--- src/rtl/pipe_ctrl_hazard.sv ---
// Pipelined control unit for the 5-stage MIPS core: ID decode, ID/EX, EX/MEM, MEM/WB
// control registers, load-use stall, branch/jump flush and forwarding selects.
module pipe_ctrl_hazard #(
  parameter int unsigned AW        = 5,
  parameter int unsigned ALUCTRL_W = 5,
  parameter int unsigned EXT_W     = 2,
  parameter int unsigned HAZARD_EN = 1
) (
  input  logic                 clk,
  input  logic                 rst,
  input  logic [31:0]          id_instr_i,
  input  logic                 id_valid_i,
  input  logic                 ex_zero_i,
  input  logic                 stall_ext_i,
  output logic                 pc_stall_o,
  output logic                 ifid_stall_o,
  output logic                 ifid_flush_o,
  output logic                 branch_taken_o,
  output logic                 jump_taken_o,
  output logic                 jr_sel_o,
  output logic                 illegal_op_o,
  output logic                 ex_alusrc_o,
  output logic [ALUCTRL_W-1:0] ex_aluctrl_o,
  output logic [EXT_W-1:0]     ex_extop_o,
  output logic [AW-1:0]        ex_rs_o,
  output logic [AW-1:0]        ex_rt_o,
  output logic [AW-1:0]        ex_waddr_o,
  output logic                 mem_memr_o,
  output logic                 mem_memw_o,
  output logic                 wb_regw_o,
  output logic                 wb_mem2r_o,
  output logic [AW-1:0]        wb_waddr_o,
  output logic [1:0]           fwd_a_o,
  output logic [1:0]           fwd_b_o
);

  localparam logic [ALUCTRL_W-1:0] ALU_NOP  = ALUCTRL_W'(0);
  localparam logic [ALUCTRL_W-1:0] ALU_ADD  = ALUCTRL_W'(1);
  localparam logic [ALUCTRL_W-1:0] ALU_SUB  = ALUCTRL_W'(2);
  localparam logic [ALUCTRL_W-1:0] ALU_AND  = ALUCTRL_W'(3);
  localparam logic [ALUCTRL_W-1:0] ALU_OR   = ALUCTRL_W'(4);
  localparam logic [ALUCTRL_W-1:0] ALU_XOR  = ALUCTRL_W'(5);
  localparam logic [ALUCTRL_W-1:0] ALU_SLL  = ALUCTRL_W'(6);
  localparam logic [ALUCTRL_W-1:0] ALU_SRL  = ALUCTRL_W'(7);
  localparam logic [ALUCTRL_W-1:0] ALU_SRA  = ALUCTRL_W'(8);
  localparam logic [ALUCTRL_W-1:0] ALU_SLT  = ALUCTRL_W'(9);
  localparam logic [ALUCTRL_W-1:0] ALU_LUI  = ALUCTRL_W'(10);
  localparam logic [ALUCTRL_W-1:0] ALU_ADDU = ALUCTRL_W'(11);
  localparam logic [ALUCTRL_W-1:0] ALU_SUBU = ALUCTRL_W'(12);

  localparam logic [EXT_W-1:0] EXT_ZERO = EXT_W'(0);
  localparam logic [EXT_W-1:0] EXT_SIGN = EXT_W'(1);
  localparam logic [EXT_W-1:0] EXT_HIGH = EXT_W'(2);

  typedef struct packed {
    logic                 regw;
    logic                 memr;
    logic                 memw;
    logic                 mem2r;
    logic                 branch;
    logic                 bne;
    logic                 alusrc;
    logic [ALUCTRL_W-1:0] aluctrl;
    logic [EXT_W-1:0]     extop;
    logic [AW-1:0]        rs;
    logic [AW-1:0]        rt;
    logic [AW-1:0]        waddr;
  } ctrl_t;

  logic [5:0] opcode;
  logic [5:0] funct;
  logic       unused_shamt;

  assign opcode       = id_instr_i[31:26];
  assign funct        = id_instr_i[5:0];
  assign unused_shamt = ^id_instr_i[10:6];

  ctrl_t id_ctrl;
  logic  id_jump;
  logic  id_jr;
  logic  id_uses_rt;
  logic  id_known;
  logic  id_regdst;

  // ID decode; anything not decodable or not valid collapses to a bubble
  always_comb begin
    id_ctrl    = '0;
    id_jump    = 1'b0;
    id_jr      = 1'b0;
    id_uses_rt = 1'b0;
    id_known   = 1'b1;
    id_regdst  = 1'b0;
    case (opcode)
      6'b000000: begin
        id_regdst    = 1'b1;
        id_uses_rt   = 1'b1;
        id_ctrl.regw = 1'b1;
        case (funct)
          6'b100001: id_ctrl.aluctrl = ALU_ADDU;
          6'b100011: id_ctrl.aluctrl = ALU_SUBU;
          6'b100000: id_ctrl.aluctrl = ALU_ADD;
          6'b100010: id_ctrl.aluctrl = ALU_SUB;
          6'b100100: id_ctrl.aluctrl = ALU_AND;
          6'b100101: id_ctrl.aluctrl = ALU_OR;
          6'b100110: id_ctrl.aluctrl = ALU_XOR;
          6'b000000: id_ctrl.aluctrl = ALU_SLL;
          6'b000010: id_ctrl.aluctrl = ALU_SRL;
          6'b000011: id_ctrl.aluctrl = ALU_SRA;
          6'b101010: id_ctrl.aluctrl = ALU_SLT;
          6'b001000: begin
            id_ctrl.regw = 1'b0;
            id_jump      = 1'b1;
            id_jr        = 1'b1;
          end
          default:   id_known = 1'b0;
        endcase
      end
      6'b001101: begin
        id_ctrl.regw    = 1'b1;
        id_ctrl.alusrc  = 1'b1;
        id_ctrl.aluctrl = ALU_OR;
        id_ctrl.extop   = EXT_ZERO;
      end
      6'b001111: begin
        id_ctrl.regw    = 1'b1;
        id_ctrl.alusrc  = 1'b1;
        id_ctrl.aluctrl = ALU_LUI;
        id_ctrl.extop   = EXT_HIGH;
      end
      6'b101011: begin
        id_uses_rt      = 1'b1;
        id_ctrl.memw    = 1'b1;
        id_ctrl.alusrc  = 1'b1;
        id_ctrl.aluctrl = ALU_ADD;
        id_ctrl.extop   = EXT_SIGN;
      end
      6'b100011: begin
        id_ctrl.regw    = 1'b1;
        id_ctrl.memr    = 1'b1;
        id_ctrl.mem2r   = 1'b1;
        id_ctrl.alusrc  = 1'b1;
        id_ctrl.aluctrl = ALU_ADD;
        id_ctrl.extop   = EXT_SIGN;
      end
      6'b000100, 6'b000101: begin
        id_uses_rt      = 1'b1;
        id_ctrl.branch  = 1'b1;
        id_ctrl.bne     = opcode[0];
        id_ctrl.aluctrl = ALU_SUB;
        id_ctrl.extop   = EXT_SIGN;
      end
      6'b001000: begin
        id_ctrl.regw    = 1'b1;
        id_ctrl.alusrc  = 1'b1;
        id_ctrl.aluctrl = ALU_ADD;
        id_ctrl.extop   = EXT_SIGN;
      end
      6'b000010: id_jump = 1'b1;
      default:   id_known = 1'b0;
    endcase

    id_ctrl.rs    = AW'(id_instr_i[25:21]);
    id_ctrl.rt    = AW'(id_instr_i[20:16]);
    id_ctrl.waddr = id_regdst ? AW'(id_instr_i[15:11]) : AW'(id_instr_i[20:16]);
    // j carries instr_index where rs/rt would be; jumps never write a register
    if (id_jump) begin
      id_ctrl.rt    = '0;
      id_ctrl.waddr = '0;
      if (!id_jr) id_ctrl.rs = '0;
    end
    if (id_ctrl.waddr == '0) id_ctrl.regw = 1'b0;
    if (!id_known || !id_valid_i) begin
      id_ctrl    = '0;
      id_jump    = 1'b0;
      id_jr      = 1'b0;
      id_uses_rt = 1'b0;
    end
    if (id_ctrl.waddr == '0) id_ctrl.regw = 1'b0;
  end

  ctrl_t         ex_q, ex_d;
  logic          mem_regw_q, mem_memr_q, mem_memw_q, mem_mem2r_q;
  logic [AW-1:0] mem_waddr_q;
  logic          wb_regw_q, wb_mem2r_q;
  logic [AW-1:0] wb_waddr_q;

  logic lu_hit;
  logic load_use;
  logic branch_taken;

  assign branch_taken = ex_q.branch & (ex_zero_i ^ ex_q.bne) & ~stall_ext_i;
  assign lu_hit = (HAZARD_EN != 0) && ex_q.memr && (ex_q.waddr != '0) &&
                  ((ex_q.waddr == id_ctrl.rs) || (id_uses_rt && (ex_q.waddr == id_ctrl.rt)));
  assign load_use = lu_hit & ~branch_taken & ~stall_ext_i;

  // Squash the ID instruction on a taken branch or a load-use stall
  always_comb begin
    ex_d = id_ctrl;
    if (branch_taken || load_use) ex_d = '0;
  end

  always_ff @(posedge clk) begin
    if (rst) begin
      ex_q        <= '0;
      mem_regw_q  <= 1'b0;
      mem_memr_q  <= 1'b0;
      mem_memw_q  <= 1'b0;
      mem_mem2r_q <= 1'b0;
      mem_waddr_q <= '0;
      wb_regw_q   <= 1'b0;
      wb_mem2r_q  <= 1'b0;
      wb_waddr_q  <= '0;
    end else if (!stall_ext_i) begin
      ex_q        <= ex_d;
      mem_regw_q  <= ex_q.regw;
      mem_memr_q  <= ex_q.memr;
      mem_memw_q  <= ex_q.memw;
      mem_mem2r_q <= ex_q.mem2r;
      mem_waddr_q <= ex_q.waddr;
      wb_regw_q   <= mem_regw_q;
      wb_mem2r_q  <= mem_mem2r_q;
      wb_waddr_q  <= mem_waddr_q;
    end
  end

  // Forwarding selects; the younger EX/MEM result wins over MEM/WB
  always_comb begin
    fwd_a_o = 2'b00;
    fwd_b_o = 2'b00;
    if (HAZARD_EN != 0) begin
      if (mem_regw_q && (mem_waddr_q != '0) && (mem_waddr_q == ex_q.rs)) fwd_a_o = 2'b10;
      else if (wb_regw_q && (wb_waddr_q != '0) && (wb_waddr_q == ex_q.rs)) fwd_a_o = 2'b01;
      if (mem_regw_q && (mem_waddr_q != '0) && (mem_waddr_q == ex_q.rt)) fwd_b_o = 2'b10;
      else if (wb_regw_q && (wb_waddr_q != '0) && (wb_waddr_q == ex_q.rt)) fwd_b_o = 2'b01;
    end
  end

  assign pc_stall_o     = load_use | stall_ext_i;
  assign ifid_stall_o   = load_use | stall_ext_i;
  assign branch_taken_o = branch_taken;
  assign jump_taken_o   = id_jump & id_valid_i & ~lu_hit & ~branch_taken & ~stall_ext_i;
  assign ifid_flush_o   = branch_taken | jump_taken_o;
  assign jr_sel_o       = id_jr;
  assign illegal_op_o   = id_valid_i & ~id_known;

  assign ex_alusrc_o  = ex_q.alusrc;
  assign ex_aluctrl_o = ex_q.aluctrl;
  assign ex_extop_o   = ex_q.extop;
  assign ex_rs_o      = ex_q.rs;
  assign ex_rt_o      = ex_q.rt;
  assign ex_waddr_o   = ex_q.waddr;
  assign mem_memr_o   = mem_memr_q;
  assign mem_memw_o   = mem_memw_q;
  assign wb_regw_o    = wb_regw_q;
  assign wb_mem2r_o   = wb_mem2r_q;
  assign wb_waddr_o   = wb_waddr_q;

endmodule

--- config.mk ---
export PLATFORM = sky130hd
export DESIGN_NAME = pipe_ctrl_hazard
export DESIGN_NICKNAME = d
export VERILOG_FILES = /design/src/rtl/pipe_ctrl_hazard.sv
export SDC_FILE = /design/constraint.sdc
export NUM_CORES = 1
export LEC_CHECK = 0
export ABC_AREA = 1
export CAP_MARGIN = 20
export CORE_ASPECT_RATIO = 2
export CORE_MARGIN = 1
export CORE_UTILIZATION = 49
export DETAILED_ROUTE_END_ITERATION = 6
export HOLD_SLACK_MARGIN = 0.1
export PLACE_DENSITY_LB_ADDON = 0.25
export SYNTH_ARGS = -nofsm -noshare
export SYNTH_HDL_FRONTEND = slang
export SYNTH_SLANG_ARGS = --single-unit
export TNS_END_PERCENT = 1
--- constraint.sdc ---
create_clock -name clk -period 9.5 [get_ports clk]
set_input_delay 2.375 -clock clk [delete_from_list [all_inputs] [get_ports clk]]
set_output_delay 2.375 -clock clk [all_outputs]
set_load 0.05 [all_outputs]
==> flow_summary.yaml, run 1 <==
floorplan:
  die_h_um: 114
  start_util_pct: 50.9
  placementRows: 40
  io_pins: 80
  die_w_um: 57.8
  core_um2: 6010
  fp.dieArea_um2: 6570
detailed_routing:
  via_per_inst: 5.39
  num_vias: 3075
  initialDrtViolationCount: 103
  drc_errors: 4
  postRouteAntennaNets: 0
  drtPass1Iterations: 7
  routedWlPerCell_um: 13.6
  postRouteWirelength_um: 7790
global_routing:
  grt_first_pass_wirelength_um: 13500
  grt-ovfl-total: 0
  met3_usage_pct: 4.08
  grt_max_degree: 45
  gr-max-usage-layer: "met2"
  grt.total_usage_pct: 26.2
  grt_use_met2_pct: 47.5
  antenna_found_initial: 0
  grt_pass1_vias: 2970
  grt_use_met1_pct: 27.2
clocking:
  cts_setup_buffers: 0
  cts_root_buf: "clkbuf_16"
  cts_tree: "yes"
  cts_sinks: 42
  clk_pin_slew_ps: 60
  numCtsBuffers: 5
  h-tree-depth: 2
  clockBufferDepth: 2
  cts_resized: 0
  cts_hold_buf: 0
  clk_latency_ps: 290
worst_hold_path:
  min-delay-path-class: "reg -> reg"
power_and_ir_drop:
  leakagePower_nw: 1.68
  peakVddDrop_mv: 0.0705
  power.density_nw_per_um2: 127
timing:
  final.setup.tns_ps: 0
  slew-limit-headroom_pct: 39.0
  fin_crit_sh_pct: 85.3
  rsz0062_at_grt: "false"
  finClkSkew_ps: 4.07
  fmax_ghz: 0.123
  min_period_ps: 8100
  timing_worst_slew_pin_value_ps: 914
  hold_viol: 0
  drv_slew: 0
  setup_viol: 0
synthesis:
  syn_area_per_cell_um2: 6.57
  synth_top_area_cell: "dfxtp_1"
  yosysWarnings: 0
  seq_area_frac_synth_pct: 27.5
  synth-main-ff-cell: "dfxtp_1"
  yosysTopAreaCellShare_pct: 27.5
  syn_inst: 465
  syn_area_um2: 3050
  synth.distinct_cells: 38
  synthTopCellsByArea: "dfxtp_1 28%, nand2_1 9.5%, nor2_1 7.4%, nand3_1 6.7%, inv_1 6.6%"
  async_flop_share_pct: 0
  synth.most_common_cell: "nand2_1"
  synth_nets: 502
  synth_common_cells: "77 x nand2_1, 60 x nor2_1, 54 x inv_1, 42 x dfxtp_1, 41 x nand3_1"
  synth-edff-count: 0
  synth_seq_cells: 42
placement:
  placed_cells: 563
  dp_hpwl_um: 6080
  port_buffers: 73
  gp_congestion: 0.954
setup_path:
  cp_slowest_cell: "clkdlybuf4s50_1"
  cp_cell_sequence: "clkdlybuf4s50_1 > inv_1 > nor2_1 > nand3_1 > nand2_1 > nor2_1 > nand3_1 > nand2_2 > nand2_2 > nand2_1 > nor2_1 > nand2_1 > nor2_1 > nand3_1 > nand2_2 > nand2_1 > a21oi_1 > clkdlybuf4s50_1"
  start_kind: "primary input"
  critical_path_arrival_ps: 5730
  crit_path_end_kind: "output port"
  critPathRequiredTime_ps: 7130
  path_class: "in -> out"
  critPathMaxStageDelay_ps: 870
  path_max_fanout: 11
  critPathTopFamily: "simple AND/OR/NAND/NOR gates"
  path_buf_inv: 3
status:
  violations: "DRC"
  status: "finished, violations left"
job:
  cap_violations: 0
final_layout:
  fin_nets: 544
  diodes: 0
  drive_gt1_share_pct: 9.65
  fin_util_pct: 63.1
  synthToLayoutAreaGrowth_pct: 24.0
  final_cells: 571
[state kept, by name (all words and copies together) (netlist names), 2 cells and up]
| name | count |
|---|---|
| ex_q | 5 |
| ex_rs_o | 5 |
| ex_rt_o | 5 |
| ex_waddr_o | 5 |
| mem_waddr_q | 5 |
| wb_waddr_o | 5 |
| ex_aluctrl_o | 4 |
| ex_extop_o | 2 |
[worst min-delay path: stages, from the launching register on]
cell	delay, ps
dfxtp_1	310
nand2_1	60
a21oi_1	50
[cell families after synthesis]
group	share of synthesized area (%)
xor gates and xnor gates	5.74
buffers and inverters	15.8
other	0.123
DFF	27.5
AOI/OAI and AO/OA	14.0
and+or+nand+nor	36.8
[metrics by stage]
stage	power, mW	hold slack [ps]	instance area, µm²	setup slack [ps]
2_1_floorplan	0.258	437	3050	2310
6_report	0.483	463	3790	1400
3_5_place_dp	0.290	460	3620	1440
4_1_cts	0.484	469	3790	1410
3_3_place_gp	0.289	455	3620	1440
5_1_grt	0.501	493	3790	1110
[final cells by class]
cell class                      instances  area (µm²)
Fill cell                             607        2220
Multi-Input combinational cell        324        1730
Sequential cell                        42         841
Timing Repair Buffer                   76         753
Inverter                               58         218
Clock buffer                            6         129
Tap cell                               63        78.8
Clock inverter                          2        37.5
[per-layer routing]
metal / up-vias / wire length (µm)
met4: 0 / 361
met1: 1381 / 2950
met3: 27 / 262
li1: 1574 / -
met2: 93 / 4220
met5: - / 0
[placed cells by master, fill, tap and decap left out, drive strengths merged]
cell / count
a21oi: 28
a31oi: 1
buf: 3
bufinv: 1
clkbuf: 6
clkdlybuf4s50: 73
clkinvlp: 1
conb: 1
dfxtp: 42
inv: 58
nand2: 81
nand3: 56
nand4: 10
nor2: 68
nor3: 8
nor4: 2
o2111ai: 1
o211ai: 3
o21ai: 35
o22ai: 5
o32ai: 1
o41ai: 1
or2: 2
or4: 1
xnor2: 10
xor2: 10
[worst paths after layout]
check / depth (start not counted) / slack [ps] / startpoint / endpoint
min: 2 / 460 / ex_aluctrl_o[2]$_SDFFE_PP0N_ / ex_aluctrl_o[2]$_SDFFE_PP0N_
max reg2reg: 9 / 7560 / ex_q[23]$_SDFFE_PP0N_ / ex_q[23]$_SDFFE_PP0N_
max: 18 / 1400 / id_instr_i[3] / ifid_stall_o
min reg2reg: 2 / 460 / ex_aluctrl_o[2]$_SDFFE_PP0N_ / ex_aluctrl_o[2]$_SDFFE_PP0N_
[report_power, final]
part | internal, mW | switching [mW]
registers | 0.182 | 0.00766
clock network | 0.124 | 0.0720
logic | 0.0380 | 0.0591
(Power assumes the default switching activity.)
==> inputs of run 2 (changes only) <==
--- a/config.mk
+++ b/config.mk
@@ -12,7 +12,7 @@
 export CORE_UTILIZATION = 49
 export DETAILED_ROUTE_END_ITERATION = 6
 export HOLD_SLACK_MARGIN = 0.1
-export PLACE_DENSITY_LB_ADDON = 0.25
+export PLACE_DENSITY = 0.8
 export SYNTH_ARGS = -nofsm -noshare
 export SYNTH_HDL_FRONTEND = slang
 export SYNTH_SLANG_ARGS = --single-unit
==> run 2 against run 1 <==
Compared with the run above:
- sequential power about the same
- count of clock-buffer cells in the layout did not move
- register-to-register slack got worse by 30 ps
- final cell count is 0.18% lower
- clock power about the same
- critical path depth down 3
- the flow still finishes with violations (DRC)
- routed wire length grew 2.8%
- sequential share of layout area about the same
- worst hold slack barely moved
==> flow_summary.yaml, run 2 (synthesis gave the netlist of run 1 again) <==
final_layout:
  final_common_cell: "nand2_1"
  fin_nets: 544
  synthToLayoutAreaGrowth_pct: 24.1
  final_cells: 570
  num-fill-cells: 548
  diodes: 0
  layout_common_cells: "77 x nand2_1, 73 x clkdlybuf4s50_1, 60 x nor2_1"
  drive_gt1_share_pct: 9.66
power_and_ir_drop:
  seqPwrFrac_pct: 39.1
  peakVddDrop_mv: 0.0613
  leakagePower_nw: 1.69
  p_comb_share_pct: 20.3
  p_clk_share_pct: 40.6
  switchingPower_mw: 0.135
  p_int_mw: 0.349
  switching_share_pct: 27.9
  power.density_nw_per_um2: 128
detailed_routing:
  postRouteAntennaNets: 0
  via_per_inst: 5.48
  postRouteWirelength_um: 8010
  initialDrtViolationCount: 124
  drc_errors: 3
  routedWlPerCell_um: 14.0
  num_vias: 3126
  drtPass1Iterations: 6
clocking:
  h-tree-depth: 2
  numCtsBuffers: 5
  cts_hold_buf: 0
  clk_latency_ps: 280
  cts_root_buf: "clkbuf_16"
  cts_setup_buffers: 0
  clk_pin_slew_ps: 60
  cts_sinks: 42
  cts_resized: 0
  clockBufferDepth: 2
  cts_tree: "yes"
timing:
  rsz0062_at_grt: "false"
  min_period_ps: 8250
  setup_ws_ps: 1250
  fmax_ghz: 0.121
  drv_slew: 0
  fin_crit_sh_pct: 86.9
  setup_viol: 0
  slew-limit-headroom_pct: 38.5
  timing_worst_slew_pin_value_ps: 921
  hold_viol: 0
  finClkSkew_ps: 4.34
  final.setup.tns_ps: 0
setup_path:
  path_class: "in -> out"
  critPathRequiredTime_ps: 7130
  start_kind: "primary input"
  crit_path_end_kind: "output port"
  critical_path_arrival_ps: 5880
  path_max_fanout: 11
global_routing:
  antenna_found_initial: 0
  grt_max_degree: 45
  grt_first_pass_wirelength_um: 13300
  grt_pass1_vias: 2932
  grt.total_usage_pct: 25.8
  grt-ovfl-total: 0
worst_hold_path:
  min-delay-path-class: "reg -> reg"
floorplan:
  placementRows: 40
  io_pins: 80
  die_w_um: 57.8
  core_um2: 6010
  start_util_pct: 50.9
  fp.dieArea_um2: 6570
  die_h_um: 114
placement:
  dp_slack_ps: 1370
  port_buffers: 73
  dp_hpwl_um: 6070
  gp_congestion: 0.933
  placed_cells: 563
status:
  violations: "DRC"
  status: "finished, violations left"
job:
  cap_violations: 0
==> run 2: cell types whose count changed in the layout (fill, tap and decap cells not counted) <==
cell / previous run / this run
clkinvlp_4: 1 / 0
clkbuf_8: 0 / 1
clkbuf_1: 1 / 0
==> run 2: final cells by class <==
cell class                      instances  area, µm²  share of cell area, %
Multi-Input combinational cell        324       1730                   45.7
Sequential cell                        42        841                   22.2
Timing Repair Buffer                   76        753                   19.9
Inverter                               58        218                   5.74
Clock buffer                            6        139                   3.66
Tap cell                               63       78.8                   2.08
Clock inverter                          1       30.0                  0.792
==> run 2: layer usage <==
layer  up-vias  track usage [%]  part of all wire (%)
li1       1570                -                     -
met1      1416             27.9                    37
met2       107             46.2                    55
met3        33             3.06                   3.4
met4         0             15.7                   4.8
met5         -                0                     0
==> run 2: stage by stage <==
stage / cell area [µm²] / power [mW] / utilization (%) / hold slack [ps]
after floorplan: 3050 / 0.258 / - / 437
after global placement: 3620 / 0.288 / 60.3 / 452
after detailed placement: 3620 / 0.290 / 60.3 / 454
after CTS: 3790 / 0.485 / 63.1 / 463
after global routing: 3790 / 0.501 / 63.1 / 480
final: 3790 / 0.484 / 63.1 / 463
==> run 2: power by group through the flow <==
stage | logic [mW] | clock network (mW) | registers [mW]
after floorplan | 0.0594 | 0 | 0.199
after global placement | 0.0954 | 0 | 0.193
after detailed placement | 0.0971 | 0 | 0.193
after CTS | 0.0976 | 0.198 | 0.189
after global routing | 0.106 | 0.205 | 0.190
final | 0.0983 | 0.197 | 0.189
==> run 2: worst max-delay path, stage by stage <==
cell             delay, ps
clkdlybuf4s50_1        460
nor2_4                 190
nand3_1                150
nor2_1                 400
nor3_4                 110
nand2_2                250
nand2_1                170
nor2_1                 140
nand2_1                 60
nor2_1                  80
nand3_1                 90
nand2_2                110
nand2_1                 80
a21oi_1                320
clkdlybuf4s50_1        880
==> run 2: path summary, 6_finish.rpt <==
check / startpoint / end / slack (ps) / cells after the start
setup / recovery: id_instr_i[30] / ifid_stall_o / 1250 / 15
hold / removal: ex_q[28]$_SDFFE_PP0N_ / ex_q[28]$_SDFFE_PP0N_ / 460 / 2
setup reg to reg: ex_q[23]$_SDFFE_PP0N_ / ex_q[23]$_SDFFE_PP0N_ / 7530 / 9
hold reg to reg: ex_q[28]$_SDFFE_PP0N_ / ex_q[28]$_SDFFE_PP0N_ / 460 / 2
